**config.mk**
```make
export PLATFORM = sky130hd
export DESIGN_NAME = fetch_pc_gen
export DESIGN_NICKNAME = d
export VERILOG_FILES = /design/src/rtl/fetch_pc_gen.sv
export SDC_FILE = /design/constraint.sdc
export NUM_CORES = 1
export LEC_CHECK = 0
export CAP_MARGIN = 10
export CORE_MARGIN = 2
export CORE_UTILIZATION = 50
export CTS_CLUSTER_SIZE = 12
export DETAILED_ROUTE_END_ITERATION = 10
export PLACE_DENSITY_LB_ADDON = 0.12
export SLEW_MARGIN = 25
export SYNTH_ARGS = -nofsm -noshare
export SYNTH_HDL_FRONTEND = slang
export SYNTH_SLANG_ARGS = --single-unit
```
**constraint.sdc**
```tcl
create_clock -name clk -period 5.95 [get_ports clk]
set_input_delay 1.4875 -clock clk [delete_from_list [all_inputs] [get_ports clk]]
set_output_delay 1.4875 -clock clk [all_outputs]
set_load 0.05 [all_outputs]
```
**src/rtl/fetch_pc_gen.sv**
```systemverilog
// Fetch PC generator: walks 8-half-word fetch blocks, follows BTB/predictor hits,
// splits block-crossing 32-bit branches over two packets, and honours redirects.
module fetch_pc_gen #(
  parameter logic [30:0] RESET_PC = 31'h10000000
) (
  input  logic        clk,
  input  logic        rst,
  input  logic        IN_redirValid,
  input  logic [30:0] IN_redirPc,
  output logic        OUT_pcValid,
  output logic [30:0] OUT_pc,
  input  logic        IN_BTB_branchFound,
  input  logic [30:0] IN_BTB_branchDst,
  input  logic [30:0] IN_BTB_branchSrc,
  input  logic        IN_BTB_branchIsJump,
  input  logic        IN_BTB_branchCompr,
  input  logic        IN_BPT_branchTaken,
  input  logic        IN_fetchReady,
  output logic        OUT_fetchValid,
  output logic [30:0] OUT_fetchPc,
  output logic [2:0]  OUT_fetchLastIdx,
  output logic        OUT_predTaken,
  output logic [30:0] OUT_predTarget
);

  typedef enum logic {RUN, CROSS} state_t;

  state_t      r_state, w_nState;
  logic [30:0] r_pc, w_nPc;
  logic [30:0] r_saved, w_nSaved;
  logic        r_fv, w_nFv;
  logic [30:0] r_fpc, w_nFpc;
  logic [2:0]  r_last, w_nLast;
  logic        r_pt, w_nPt;
  logic [30:0] r_tgt, w_nTgt;

  logic        w_advance;
  logic        w_taken;
  logic        w_cross;
  logic [2:0]  w_end;
  logic [30:0] w_seqPc;
  logic        w_unused;

  // Only the slot index of the branch source matters; the BTB already matched the block.
  assign w_unused = ^IN_BTB_branchSrc[30:3];

  assign w_advance   = !IN_redirValid && (!r_fv || IN_fetchReady);
  assign w_taken     = (r_state == RUN) && IN_BTB_branchFound &&
                       (IN_BPT_branchTaken || IN_BTB_branchIsJump);
  assign w_cross     = w_taken && (IN_BTB_branchSrc[2:0] == 3'd7) && !IN_BTB_branchCompr;
  assign w_end       = IN_BTB_branchSrc[2:0] + {2'b00, !IN_BTB_branchCompr};
  assign w_seqPc     = {r_pc[30:3] + 28'd1, 3'b000};

  assign OUT_pc           = r_pc;
  assign OUT_pcValid      = w_advance;
  assign OUT_fetchValid   = r_fv;
  assign OUT_fetchPc      = r_fpc;
  assign OUT_fetchLastIdx = r_last;
  assign OUT_predTaken    = r_pt;
  assign OUT_predTarget   = r_tgt;

  always_comb begin
    w_nState = r_state;
    w_nPc    = r_pc;
    w_nSaved = r_saved;
    w_nFv    = r_fv;
    w_nFpc   = r_fpc;
    w_nLast  = r_last;
    w_nPt    = r_pt;
    w_nTgt   = r_tgt;
    if (IN_redirValid) begin
      w_nPc    = IN_redirPc;
      w_nState = RUN;
      w_nFv    = 1'b0;
    end else if (w_advance) begin
      w_nFv  = 1'b1;
      w_nFpc = r_pc;
      if (r_state == CROSS) begin
        // Second half of a block-crossing branch: its prediction rides on slot 0.
        w_nLast  = 3'd0;
        w_nPt    = 1'b1;
        w_nTgt   = r_saved;
        w_nPc    = r_saved;
        w_nState = RUN;
      end else if (w_cross) begin
        w_nLast  = 3'd7;
        w_nPt    = 1'b0;
        w_nSaved = IN_BTB_branchDst;
        w_nPc    = w_seqPc;
        w_nState = CROSS;
      end else if (w_taken) begin
        w_nLast = w_end;
        w_nPt   = 1'b1;
        w_nTgt  = IN_BTB_branchDst;
        w_nPc   = IN_BTB_branchDst;
      end else begin
        w_nLast = 3'd7;
        w_nPt   = 1'b0;
        w_nPc   = w_seqPc;
      end
    end
  end

  always_ff @(posedge clk) begin
    if (rst) begin
      r_state <= RUN;
      r_pc    <= RESET_PC;
      r_saved <= '0;
      r_fv    <= 1'b0;
      r_fpc   <= '0;
      r_last  <= '0;
      r_pt    <= 1'b0;
      r_tgt   <= '0;
    end else begin
      r_state <= w_nState;
      r_pc    <= w_nPc;
      r_saved <= w_nSaved;
      r_fv    <= w_nFv;
      r_fpc   <= w_nFpc;
      r_last  <= w_nLast;
      r_pt    <= w_nPt;
      r_tgt   <= w_nTgt;
    end
  end

endmodule

```
-- Word level (Yosys, flattened, before mapping)
Index checks and enable logic that the tools add are counted.
Widths: inputs -> output; s select.
- bitwise operators: 2
- $add $sub $neg: 2
- equality and inequality tests: 2
- muxes and demuxes: 16
- reductions and logical operators: 16
- operators with widths (kind ; number):
    $mux 31 ; 8
    $add 28x1->28 const B ; 1
    $mux 3 ; 3
    $reduce_and 4->1 ; 2
    $logic_and 1x1->1 ; 5
    $mux 1 ; 5
    $reduce_bool 2->1 ; 2
    $add 3x1->3 ; 1
    $eq 3x3->1 const B ; 1
    $logic_not 1->1 ; 3
    $logic_or 1x1->1 ; 2
    $ne 2x2->1 const B ; 1
    $not 1->1 ; 2
    $reduce_and 2->1 ; 1
    $reduce_or 2->1 ; 1
- output and inout bits: 99
- flip-flop bits (word level): 130
- input bits: 101
- logic and storage cells: 46

-- Logic depth before layout (Yosys ltp)
Gate-level depths: netlist (run 1).
- depth after elaboration: 9
- depth in mapped cells: 8
- mapped depth without buffers: 7

-- Worst setup path before layout (run 1)
No wires, ideal clock.
- path type: input to output
- from: input IN_fetchReady
- to: output OUT_pcValid
- cell stages on the path: 5
- data required time: 4463 ps
- path slack: 1789 ps
- path buffers: 2
- arrival time: 2673 ps
- cells stage by stage: nand2b_1 > clkbuf_1 > nand2b_1 > clkinv_1 > clkbuf_1
- word-level cells in the longest chain between the ends: 2
- RTL lines (element ; line ; RTL):
    from (decl) ; 18 ; input logic IN_fetchReady,
    $logic_or 1x1->1 ; 47 ; assign w_advance = !IN_redirValid && (!r_fv || IN_fetchReady);
    $logic_and 1x1->1 ; 47 ;
    to (decl) ; 10 ; output logic OUT_pcValid,
Every way passes these cells.

-- Final worst setup path (run 1)
Same ends and word-level chain as after synthesis.

==> results of run 1 <==
-- layer usage --
| metal | vias up | wire [um] | global-route usage (%) |
|---|---|---|---|
| met1 | 3207 | 9468 | 46.70 |
| met3 | 52 | 1980 | 6.695 |
| met5 | - | 13 | 0 |
| met2 | 403 | 9453 | 48.24 |
| met4 | 2 | 529 | 11.73 |
| li1 | 3134 | - | - |
-- cells by family (layout without fill, tap and decap cells) --
| kind of cell | Yosys count | in the layout |
|---|---|---|
| flip-flops | 130 | 130 |
| XOR/XNOR | 13 | 13 |
| adder cells (fa/ha/maj) | 3 | 3 |
| AND/OR/NAND/NOR | 319 | 319 |
| multiplexers | 8 | 8 |
| AO/OA/AOI/OAI | 252 | 252 |
| buffers and inverters | 80 | 228 |
-- power breakdown --
| group | internal, mW | switching, mW | total (mW) | leakage, nW |
|---|---|---|---|---|
| Sequential | 0.917 | 0.0529 | 0.970 | 1.06 |
| Combinational | 0.182 | 0.315 | 0.497 | 1.69 |
| Clock | 0.786 | 0.385 | 1.17 | 0.319 |
-- area by class of cell --
type                       count  area share [%]
sequential                   130           30.42
clock buffer                  23           5.700
clock inverter                 9           2.046
tap                          147           2.148
inverter                      13          0.5700
timing repair buffer         183           20.93
multi-input combinational    595           38.19
-- flip-flops by register name, summed over array words and instances, names as in the netlist --
register and cells:
OUT_fetchLastIdx 3, OUT_fetchPc 31, OUT_fetchValid 1, OUT_pc 31, OUT_predTaken 1, OUT_predTarget 31
r_saved 31, r_state 1
-- layout by cell type, fill, tap and decap left out, drive strengths merged, types with 7 or more instances in the layout --
| cell type | n |
|---|---|
| a211oi | 19 |
| a21oi | 102 |
| a2bb2oi | 7 |
| a311oi | 7 |
| and3 | 7 |
| buf | 15 |
| clkbuf | 23 |
| clkdlybuf4s50 | 168 |
| dfxtp | 130 |
| inv | 12 |
| nand2 | 176 |
| nand2b | 7 |
| nand3 | 13 |
| nand4 | 7 |
| nor2 | 55 |
| nor2b | 10 |
| nor3 | 13 |
| nor4 | 9 |
| o21ai | 36 |
| o22ai | 17 |
| o31a | 7 |
| or3 | 8 |
| xnor2 | 7 |
-- critical path, cell delays in order --
cell and delay (ns):
clkdlybuf4s50_1 0.49, nand2b_1 0.11, buf_4 0.28, nand2b_2 0.10
clkinv_1 0.07, buf_4 0.19
-- worst paths after layout --
path	start	end	slack, ns	cells after the start
worst max-delay path	IN_fetchReady	OUT_pcValid	1.73	6
worst min-delay path	r_saved[11]	r_saved[11]	0.45	2
worst min register to register	r_saved[11]	r_saved[11]	0.45	2
worst max register to register	OUT_fetchValid	r_saved[17]	3.13	8
-- through the flow --
stage                     hold WS (ns)  worst slack, ns  total power [mW]
after floorplan                 0.4312            1.789             1.277
after global placement          0.4373            1.555             1.469
after detailed placement        0.4438            1.515             1.476
after CTS                       0.4518            1.734             2.638
after global routing            0.4709            1.652             2.717
final                           0.4506            1.729             2.638
==> flow_metrics.env, run 1 <==
export IMPL_outcome="finished clean"
export IMPL_grt_max_degree=82
export IMPL_detailed_place_hpwl_um=14330
export IMPL_synth_seq_cells=130
export IMPL_port_buffers=171
export IMPL_detail_route_first_pass_iterations=5
export IMPL_cts_root_to_sink_buffers=2
export IMPL_ys_async_sr_fraction_pct=0
export IMPL_yosys_area_share_adder_pct=0.6088
export IMPL_postSynth_topFlopCell="dfxtp_1"
export IMPL_critical_path_peak_fanout=19
export IMPL_synth_top_family_by_area="compound AO/OA/AOI/OAI gates"
export IMPL_area_growth_synth_to_final_pct=38.84
export IMPL_timing_hold_violations_final=0
export IMPL_clk_root_buffer_cell="clkbuf_16"
export IMPL_synthCells=805
export IMPL_synth_compound_area_share_pct=25.85
export IMPL_synth_simple_gate_area_share_pct=23.17
export IMPL_setup_viol=0
export IMPL_tritoncts_num_buffers=17
export IMPL_grt_antenna_before_repair=1
export IMPL_fillerInstances=993
export IMPL_finalWeightedCongestion=0.9164
export IMPL_first_global_vias=6104
export IMPL_layoutNonFillerInstCount=1100
export IMPL_final_layout_size_suffix_gt1_share_pct=6.086
export IMPL_postSynthNetCount=909
export IMPL_die_w_um=115.1
export IMPL_fmax_mhz=236.9
export IMPL_cp_end_kind="output pin"
export IMPL_post_cts_buffers=0
export IMPL_dpl_cell_count=1068
export IMPL_placed_cell_area_um2=7898
export IMPL_path_class="primary input to output pin"
export IMPL_report_final_slew_viol_count=0
export IMPL_drv_max_cap_violation_count=0
export IMPL_rsz_0062_raised_after_global_routing="no"
export IMPL_final_design_instance_area_without_fill_um2=8561
export IMPL_edff_count_synth=0
export IMPL_dieArea_um2=13240
export IMPL_number_of_cells_upsized_or_downsized_after_cts=0
export IMPL_initialDrtViolationCount=887
export IMPL_drt_drc_violations_left=0
export IMPL_cp_arrival_ns=2.73
export IMPL_num_vias=6798
export IMPL_post_route_min_period_ns=4.221
export IMPL_cts_clk_slew_worst_paths_ns=0.06
export IMPL_wl_per_cell_um=19.49
export IMPL_grtUsageTotal_pct=32.47
export IMPL_clk_latency_ns=0.42
export IMPL_ir_drop_mv=0.2313
export IMPL_synth_seq_area_share_pct=42.21
export IMPL_core_area_um2=12010
export IMPL_holdBufCountCts=0
export IMPL_crit_required_ns=4.46
export IMPL_synth_largest_type_area_fraction_pct=42.21
export IMPL_tightest_slew_ns=1.055
export IMPL_seqCellArea_um2=2604
export IMPL_synth_area_leaders="dfxtp_1 (42%), nand2_1 (11%), a21oi_1 (8.3%), clkbuf_1 (3.5%), nor2_1 (3.3%)"
export IMPL_synth_area_per_cell_um2=7.660
export IMPL_synth_most_common_cell="nand2_1"
export IMPL_floorplan_die_height_um=115.1
export IMPL_synth_top_cell_by_area="dfxtp_1"
export IMPL_postLayoutCoreUtil_pct=71.27
export IMPL_yosysWarningCount=0
export IMPL_cts_htree_levels=4
export IMPL_multiInputGateArea_um2=3269
export IMPL_post_route_period_util_pct=70.94
export IMPL_timing_critical_path_from_type="primary input"
export IMPL_distinct_cell_type_count_after_synthesis=62
export IMPL_grt_overflow_total=0
export IMPL_min_delay_path_class="flip-flop to flip-flop"
export IMPL_clock_sinks=130
export IMPL_route_detailed_vias_per_inst=6.180
export IMPL_synthMuxAreaShare_pct=1.360
export IMPL_initial_core_util_pct=51.33
export IMPL_post_synth_xor_area_fraction_pct=1.847
export IMPL_grt_pass1_wl_um=33240
export IMPL_timing_max_slew_rel_slack_pct=28.94
export IMPL_insertedDiodeCount=0
export IMPL_netlist_area_um2=6166
export IMPL_number_of_standard_cell_rows_in_the_floorplan=40
export IMPL_static_leakage_power_nw=3.074
export IMPL_tritoncts="done"
export IMPL_final_net_count=1044
export IMPL_final_antenna_net_count=0
export IMPL_route_final_wire_length_um=21440
export IMPL_clock_skew_ns=0.006738
export IMPL_synth_top_cells_by_count="nand2_1 (176), dfxtp_1 (130), a21oi_1 (102), clkbuf_1 (58), nor2_1 (55)"
export IMPL_setup_tns_final_ns=0
export IMPL_io_pins=200
export IMPL_power_density_nw_per_um2=308.2
No activity file was read; power rests on OpenSTA's default activity.
==> inputs of run 2 (changes only) <==
--- a/config.mk
+++ b/config.mk
@@ -7,7 +7,7 @@
 export LEC_CHECK = 0
 export CAP_MARGIN = 10
 export CORE_MARGIN = 2
-export CORE_UTILIZATION = 50
+export CORE_UTILIZATION = 47
 export CTS_CLUSTER_SIZE = 12
 export DETAILED_ROUTE_END_ITERATION = 10
 export PLACE_DENSITY_LB_ADDON = 0.12
==> constraint.sdc (replaced) <==
create_clock -name clk -period 3.95 [get_ports clk]
set_input_delay 0.9875 -clock clk [delete_from_list [all_inputs] [get_ports clk]]
set_output_delay 0.9875 -clock clk [all_outputs]
set_load 0.05 [all_outputs]
==> run 2 against run 1 <==
- global-route usage is 3.0 points lower
- core utilization is 3.8 points lower
- largest power group unchanged
- highest routed layer is now met4
- cell count is 3.1% higher
- clock-buffer cell count is 1 lower
- clock skew is 0.0013 ns higher
- routed wire length is 1.5% lower
- power is 42% higher
- clock power is 32% higher
- hold slack better by 0.00070 ns
- largest cell class unchanged
==> flow_metrics.env, run 2 (synthesized netlist as in run 1, its figures left out) <==
export IMPL_cts_clk_slew_worst_paths_ns=0.05
export IMPL_number_of_standard_cell_rows_in_the_floorplan=41
export IMPL_grt_overflow_total=0
export IMPL_wl_per_cell_um=18.62
export IMPL_report_final_slew_viol_count=0
export IMPL_fillerInstances=1139
export IMPL_initialDrtViolationCount=697
export IMPL_setup_tns_final_ns=0
export IMPL_finalWeightedCongestion=0.8497
export IMPL_post_route_period_util_pct=82.20
export IMPL_post_cts_buffers=0
export IMPL_grt_antenna_before_repair=0
export IMPL_crit_required_ns=2.96
export IMPL_number_of_cells_upsized_or_downsized_after_cts=0
export IMPL_tightest_slew_ns=0.8578
export IMPL_insertedDiodeCount=0
export IMPL_critPathSlowestCell="clkdlybuf4s50_1"
export IMPL_tritoncts_num_buffers=17
export IMPL_layoutNonFillerInstCount=1134
export IMPL_seqCellArea_um2=2604
export IMPL_cp_end_kind="output pin"
export IMPL_static_leakage_power_nw=3.079
export IMPL_final_cell_mix="nand2_1 (176), clkdlybuf4s50_1 (168), dfxtp_1 (129)"
export IMPL_postLayoutSetupSlackWorst_ns=0.7033
export IMPL_cts_root_to_sink_buffers=2
export IMPL_port_buffers=171
export IMPL_die_w_um=118.5
export IMPL_rsz_0062_raised_after_global_routing="no"
export IMPL_final_antenna_net_count=0
export IMPL_clock_skew_ns=0.008007
export IMPL_grt_pass1_wl_um=32790
export IMPL_multiInputGateArea_um2=3269
export IMPL_path_class="primary input to output pin"
export IMPL_leading_cell_type_in_the_layout_fill_and_taps_excluded="nand2_1"
export IMPL_route_detailed_vias_per_inst=5.871
export IMPL_timing_hold_violations_final=0
export IMPL_dieArea_um2=14050
export IMPL_detailed_place_hpwl_um=15040
export IMPL_num_vias=6658
export IMPL_grtUsageTotal_pct=29.47
export IMPL_io_pins=200
export IMPL_floorplan_die_height_um=118.5
export IMPL_clk_root_buffer_cell="clkbuf_16"
export IMPL_drv_max_cap_violation_count=0
export IMPL_power_density_nw_per_um2=438.2
export IMPL_final_net_count=1053
export IMPL_critical_path_cell_chain="clkdlybuf4s50_1 > nand2b_1 > nand2b_2 > clkinv_1 > buf_4"
export IMPL_timing_critical_path_from_type="primary input"
export IMPL_worstRegToRegCells=6
export IMPL_cpPeakStageDelay_ns=0.44
export IMPL_grt_max_degree=70
export IMPL_outcome="finished clean"
export IMPL_core_area_um2=12720
export IMPL_dpl_cell_count=1102
export IMPL_final_hold_worst_slack_ns=0.4513
export IMPL_initial_core_util_pct=48.47
export IMPL_clock_sinks=130
export IMPL_ir_drop_mv=0.2944
export IMPL_fmax_mhz=308.0
export IMPL_dp_slack_ns=0.6094
export IMPL_detail_route_first_pass_iterations=5
export IMPL_postLayoutCoreUtil_pct=67.43
export IMPL_setup_viol=0
export IMPL_area_growth_synth_to_final_pct=39.12
export IMPL_final_layout_size_suffix_gt1_share_pct=6.965
export IMPL_cp_arrival_ns=2.26
export IMPL_holdBufCountCts=0
export IMPL_drt_drc_violations_left=0
export IMPL_hold_path_depth=2
export IMPL_cts_htree_levels=4
export IMPL_first_global_vias=5899
export IMPL_route_final_wire_length_um=21110
export IMPL_timing_max_slew_rel_slack_pct=42.29
export IMPL_tritoncts="done"
export IMPL_critical_path_peak_fanout=9
export IMPL_post_route_min_period_ns=3.247
export IMPL_clk_latency_ns=0.42
export IMPL_min_delay_path_class="flip-flop to flip-flop"
==> run 2: cell types whose count changed in the layout (fill, tap and decap cells not counted) <==
cell        before  now
buf_4           14   23
clkbuf_8         4    3
clkinvlp_4       2    3
clkinv_2         2    5
bufinv_16        5    2
==> run 2: metal layers <==
metal | GRT usage, % | vias up | share of wire [%]
met1 | 42.45 | 3093 | 45
met3 | 7.384 | 40 | 9.8
li1 | - | 3158 | -
met2 | 42.82 | 367 | 43
met5 | 0 | - | 0
met4 | 9.821 | 0 | 2.1
==> run 2: worst max-delay path: cells and delay by family <==
kind,cells,cell delay (ns)
simple gates,2,0.45
buf+inv,3,0.82
==> run 2: path summary, 6_finish.rpt <==
kind | startpoint | to | slack (ns)
max | IN_fetchReady | OUT_pcValid | 0.70
min | OUT_fetchPc[17] | OUT_fetchPc[17] | 0.45
min reg2reg | OUT_fetchPc[17] | OUT_fetchPc[17] | 0.45
max reg2reg | OUT_pc[3] | OUT_pc[25] | 1.18
==> run 2: through the flow <==
step / power [mW] / instance area, um2
2_1_floorplan: 1.924 / 6166
3_3_place_gp: 2.218 / 7996
3_5_place_dp: 2.230 / 7996
4_1_cts: 3.756 / 8578
5_1_grt: 3.876 / 8578
6_report: 3.759 / 8578
==> run 2: layout make-up <==
class                           instances  area share (%)
Clock buffer                           22           5.528
Clock inverter                         10           1.254
Inverter                               13          0.5688
Multi-Input combinational cell        595           38.11
Sequential cell                       130           30.35
Tap cell                              172           2.509
Timing Repair Buffer                  192           21.67
==> run 2: where the power goes <==
part	internal [mW]	switching, mW	leakage (nW)	total (mW)
clock	0.972	0.575	0.282	1.55
sequential	1.38	0.0800	1.06	1.46
combinational	0.280	0.472	1.73	0.752
==> inputs of run 3 (changes only) <==
--- a/config.mk
+++ b/config.mk
@@ -7,7 +7,7 @@
 export LEC_CHECK = 0
 export CAP_MARGIN = 10
 export CORE_MARGIN = 2
-export CORE_UTILIZATION = 47
+export CORE_UTILIZATION = 42
 export CTS_CLUSTER_SIZE = 12
 export DETAILED_ROUTE_END_ITERATION = 10
 export PLACE_DENSITY_LB_ADDON = 0.12
==> constraint.sdc (replaced) <==
create_clock -name clk -period 2.6 [get_ports clk]
set_input_delay 0.65 -clock clk [delete_from_list [all_inputs] [get_ports clk]]
set_output_delay 0.65 -clock clk [all_outputs]
set_load 0.05 [all_outputs]
==> run 3 against run 2 <==
- worst setup slack got worse by 0.60 ns
- critical path depth did not move
- die area rose by 11%
- power rose by 55%
- design area rose by 4.4%
- combinational power rose by 65%
- clock-buffer cell count fell by 4
- via count rose by 1.3%
- sequential power rose by 50%
- core utilization fell by 5.3 points
- non-clock buffer count rose by 42
- largest cell class unchanged
- highest routed layer unchanged
==> flow_metrics.env, run 3 (synthesized netlist as in run 1, its figures left out) <==
export IMPL_final_layout_size_suffix_gt1_share_pct=11.35
export IMPL_area_growth_synth_to_final_pct=45.31
export IMPL_clock_skew_ns=0.005739
export IMPL_worst_hold_startpoint="r_saved[2]"
export IMPL_port_buffers=171
export IMPL_register_to_register_setup_slack_ns=0.31
export IMPL_final_net_count=1095
export IMPL_io_pins=200
export IMPL_worstRegToRegCells=5
export IMPL_initialDrtViolationCount=530
export IMPL_global_route_usage_met3_pct=5.434
export IMPL_path_class="primary input to output pin"
export IMPL_critical_path_cell_chain="clkdlybuf4s50_1 > nand2b_1 > nand2b_4 > clkinvlp_4 > buf_4"
export IMPL_hold_path_depth=2
export IMPL_drv_max_cap_violation_count=0
export IMPL_core_area_um2=14420
export IMPL_cp_end_kind="output pin"
export IMPL_cp_arrival_ns=1.85
export IMPL_detailed_place_hpwl_um=16040
export IMPL_r2r_start="OUT_pc[9]"
export IMPL_initial_core_util_pct=42.75
export IMPL_post_route_period_util_pct=96.07
export IMPL_min_delay_path_class="flip-flop to flip-flop"
export IMPL_regToRegEndpoint="OUT_pc[30]"
export IMPL_power_density_nw_per_um2=652.2
export IMPL_detail_route_first_pass_iterations=6
export IMPL_grt_overflow_total=0
export IMPL_route_final_wire_length_um=22090
export IMPL_report_final_slew_viol_count=0
export IMPL_outcome="finished clean"
export IMPL_critical_path_top_delay_family="buffers and inverters"
export IMPL_num_vias=6746
export IMPL_final_antenna_net_count=0
export IMPL_dpl_cell_count=1156
export IMPL_cts_htree_levels=4
export IMPL_worst_path_buf_inv=3
export IMPL_dieArea_um2=15670
export IMPL_globalRouteMet2Util_pct=41.59
export IMPL_clock_sinks=130
export IMPL_leading_cell_type_in_the_layout_fill_and_taps_excluded="nand2_1"
export IMPL_ir_drop_mv=0.4161
export IMPL_grt_pass1_wl_um=34590
export IMPL_drt_drc_violations_left=0
export IMPL_cts_clk_slew_worst_paths_ns=0.06
export IMPL_post_cts_buffers=0
export IMPL_critPathSlowestCell="clkdlybuf4s50_1"
export IMPL_grt_antenna_before_repair=0
export IMPL_cts_root_to_sink_buffers=2
export IMPL_number_of_standard_cell_rows_in_the_floorplan=44
export IMPL_tritoncts="done"
export IMPL_total_power_mw=5.844
export IMPL_timing_critical_path_from_type="primary input"
export IMPL_rsz_0062_raised_after_global_routing="no"
export IMPL_floorplan_die_height_um=125.2
export IMPL_clk_root_buffer_cell="clkbuf_16"
export IMPL_crit_required_ns=1.95
export IMPL_gr_max_usage_layer="met2"
export IMPL_critical_path_peak_fanout=5
export IMPL_static_leakage_power_nw=3.290
export IMPL_setup_tns_final_ns=0
export IMPL_tritoncts_num_buffers=17
export IMPL_hold_path_endpoint="r_saved[2]"
export IMPL_route_detailed_vias_per_inst=5.678
export IMPL_grt_max_degree=76
export IMPL_setup_viol=0
export IMPL_timing_max_slew_rel_slack_pct=48.60
export IMPL_insertedDiodeCount=0
export IMPL_postLayoutSetupSlackWorst_ns=0.1023
export IMPL_die_w_um=125.2
export IMPL_first_global_vias=6146
export IMPL_layoutNonFillerInstCount=1188
export IMPL_post_route_min_period_ns=2.498
export IMPL_grtUsageTotal_pct=27.85
export IMPL_finalWeightedCongestion=0.9261
export IMPL_wl_per_cell_um=18.60
export IMPL_tightest_slew_ns=0.7709
export IMPL_cpPeakStageDelay_ns=0.44
export IMPL_dp_slack_ns=-0.01510
export IMPL_timing_hold_violations_final=0
export IMPL_fmax_mhz=400.4
export IMPL_final_cell_mix="nand2_1 (176), clkdlybuf4s50_1 (168), dfxtp_1 (128)"
export IMPL_clk_latency_ns=0.42
export IMPL_gr_usage_met1_pct=41.10
## run 3: what timing repair did
item                       CTS  global route
setup endpoints to repair    0             2
gates resized for setup      0             3
hold buffers                 0             0
## run 3: worst max-delay path by stage
stage / from / endpoint / slack [ns] / cells after the start
floorplan: OUT_pc[4] / OUT_pc[25] / 0.006 / 7
detailed placement: IN_fetchReady / r_saved[27] / -0.02 / 9
global placement: IN_fetchReady / OUT_pcValid / 0.05 / 5
CTS: IN_fetchReady / OUT_pcValid / 0.02 / 5
global route: OUT_pc[21] / OUT_pc[21] / 0.03 / 1
finish: IN_fetchReady / OUT_pcValid / 0.10 / 5
## run 3: per-layer routing
metal | wire, um | vias to the layer above
met1 | 10390 | 3186
met4 | 293 | 0
met3 | 1722 | 24
met2 | 9683 | 298
li1 | - | 3238
met5 | 0 | -
## run 3: per-stage QoR
| step | utilization (%) | cell area (um2) | hold WS, ns |
|---|---|---|---|
| after global placement | 57.91 | 8353 | 0.4372 |
| after CTS | 62.03 | 8947 | 0.4553 |
| final | 62.12 | 8960 | 0.4536 |
| after global routing | 62.12 | 8960 | 0.4723 |
| after detailed placement | 57.91 | 8353 | 0.4473 |
| after floorplan | - | 6167 | 0.4312 |
## run 3: where the power goes
group	switching [mW]	internal [mW]	total, mW	leakage, nW
clock network	0.965	1.45	2.41	0.276
registers	0.0910	2.10	2.19	1.06
logic	0.766	0.479	1.24	1.95
total	1.82	4.02	5.84	3.29
## run 3: layout make-up
cell class,instances,area [um2]
fillers,1280,5464
multi-input cells,595,3278
flip-flops and latches,130,2605
repair buffers,234,2200
clock buffers,18,439.2
well taps,184,230.2
clock inverters,14,155.1
inverters,13,52.55
## run 3: worst register-to-register path, cell delays in order, from the launching register on
cell	delay [ns]
dfxtp_1	0.34
nand3_1	0.24
or4_4	0.65
or4_4	0.52
a31o_1	0.23
a32o_1	0.20
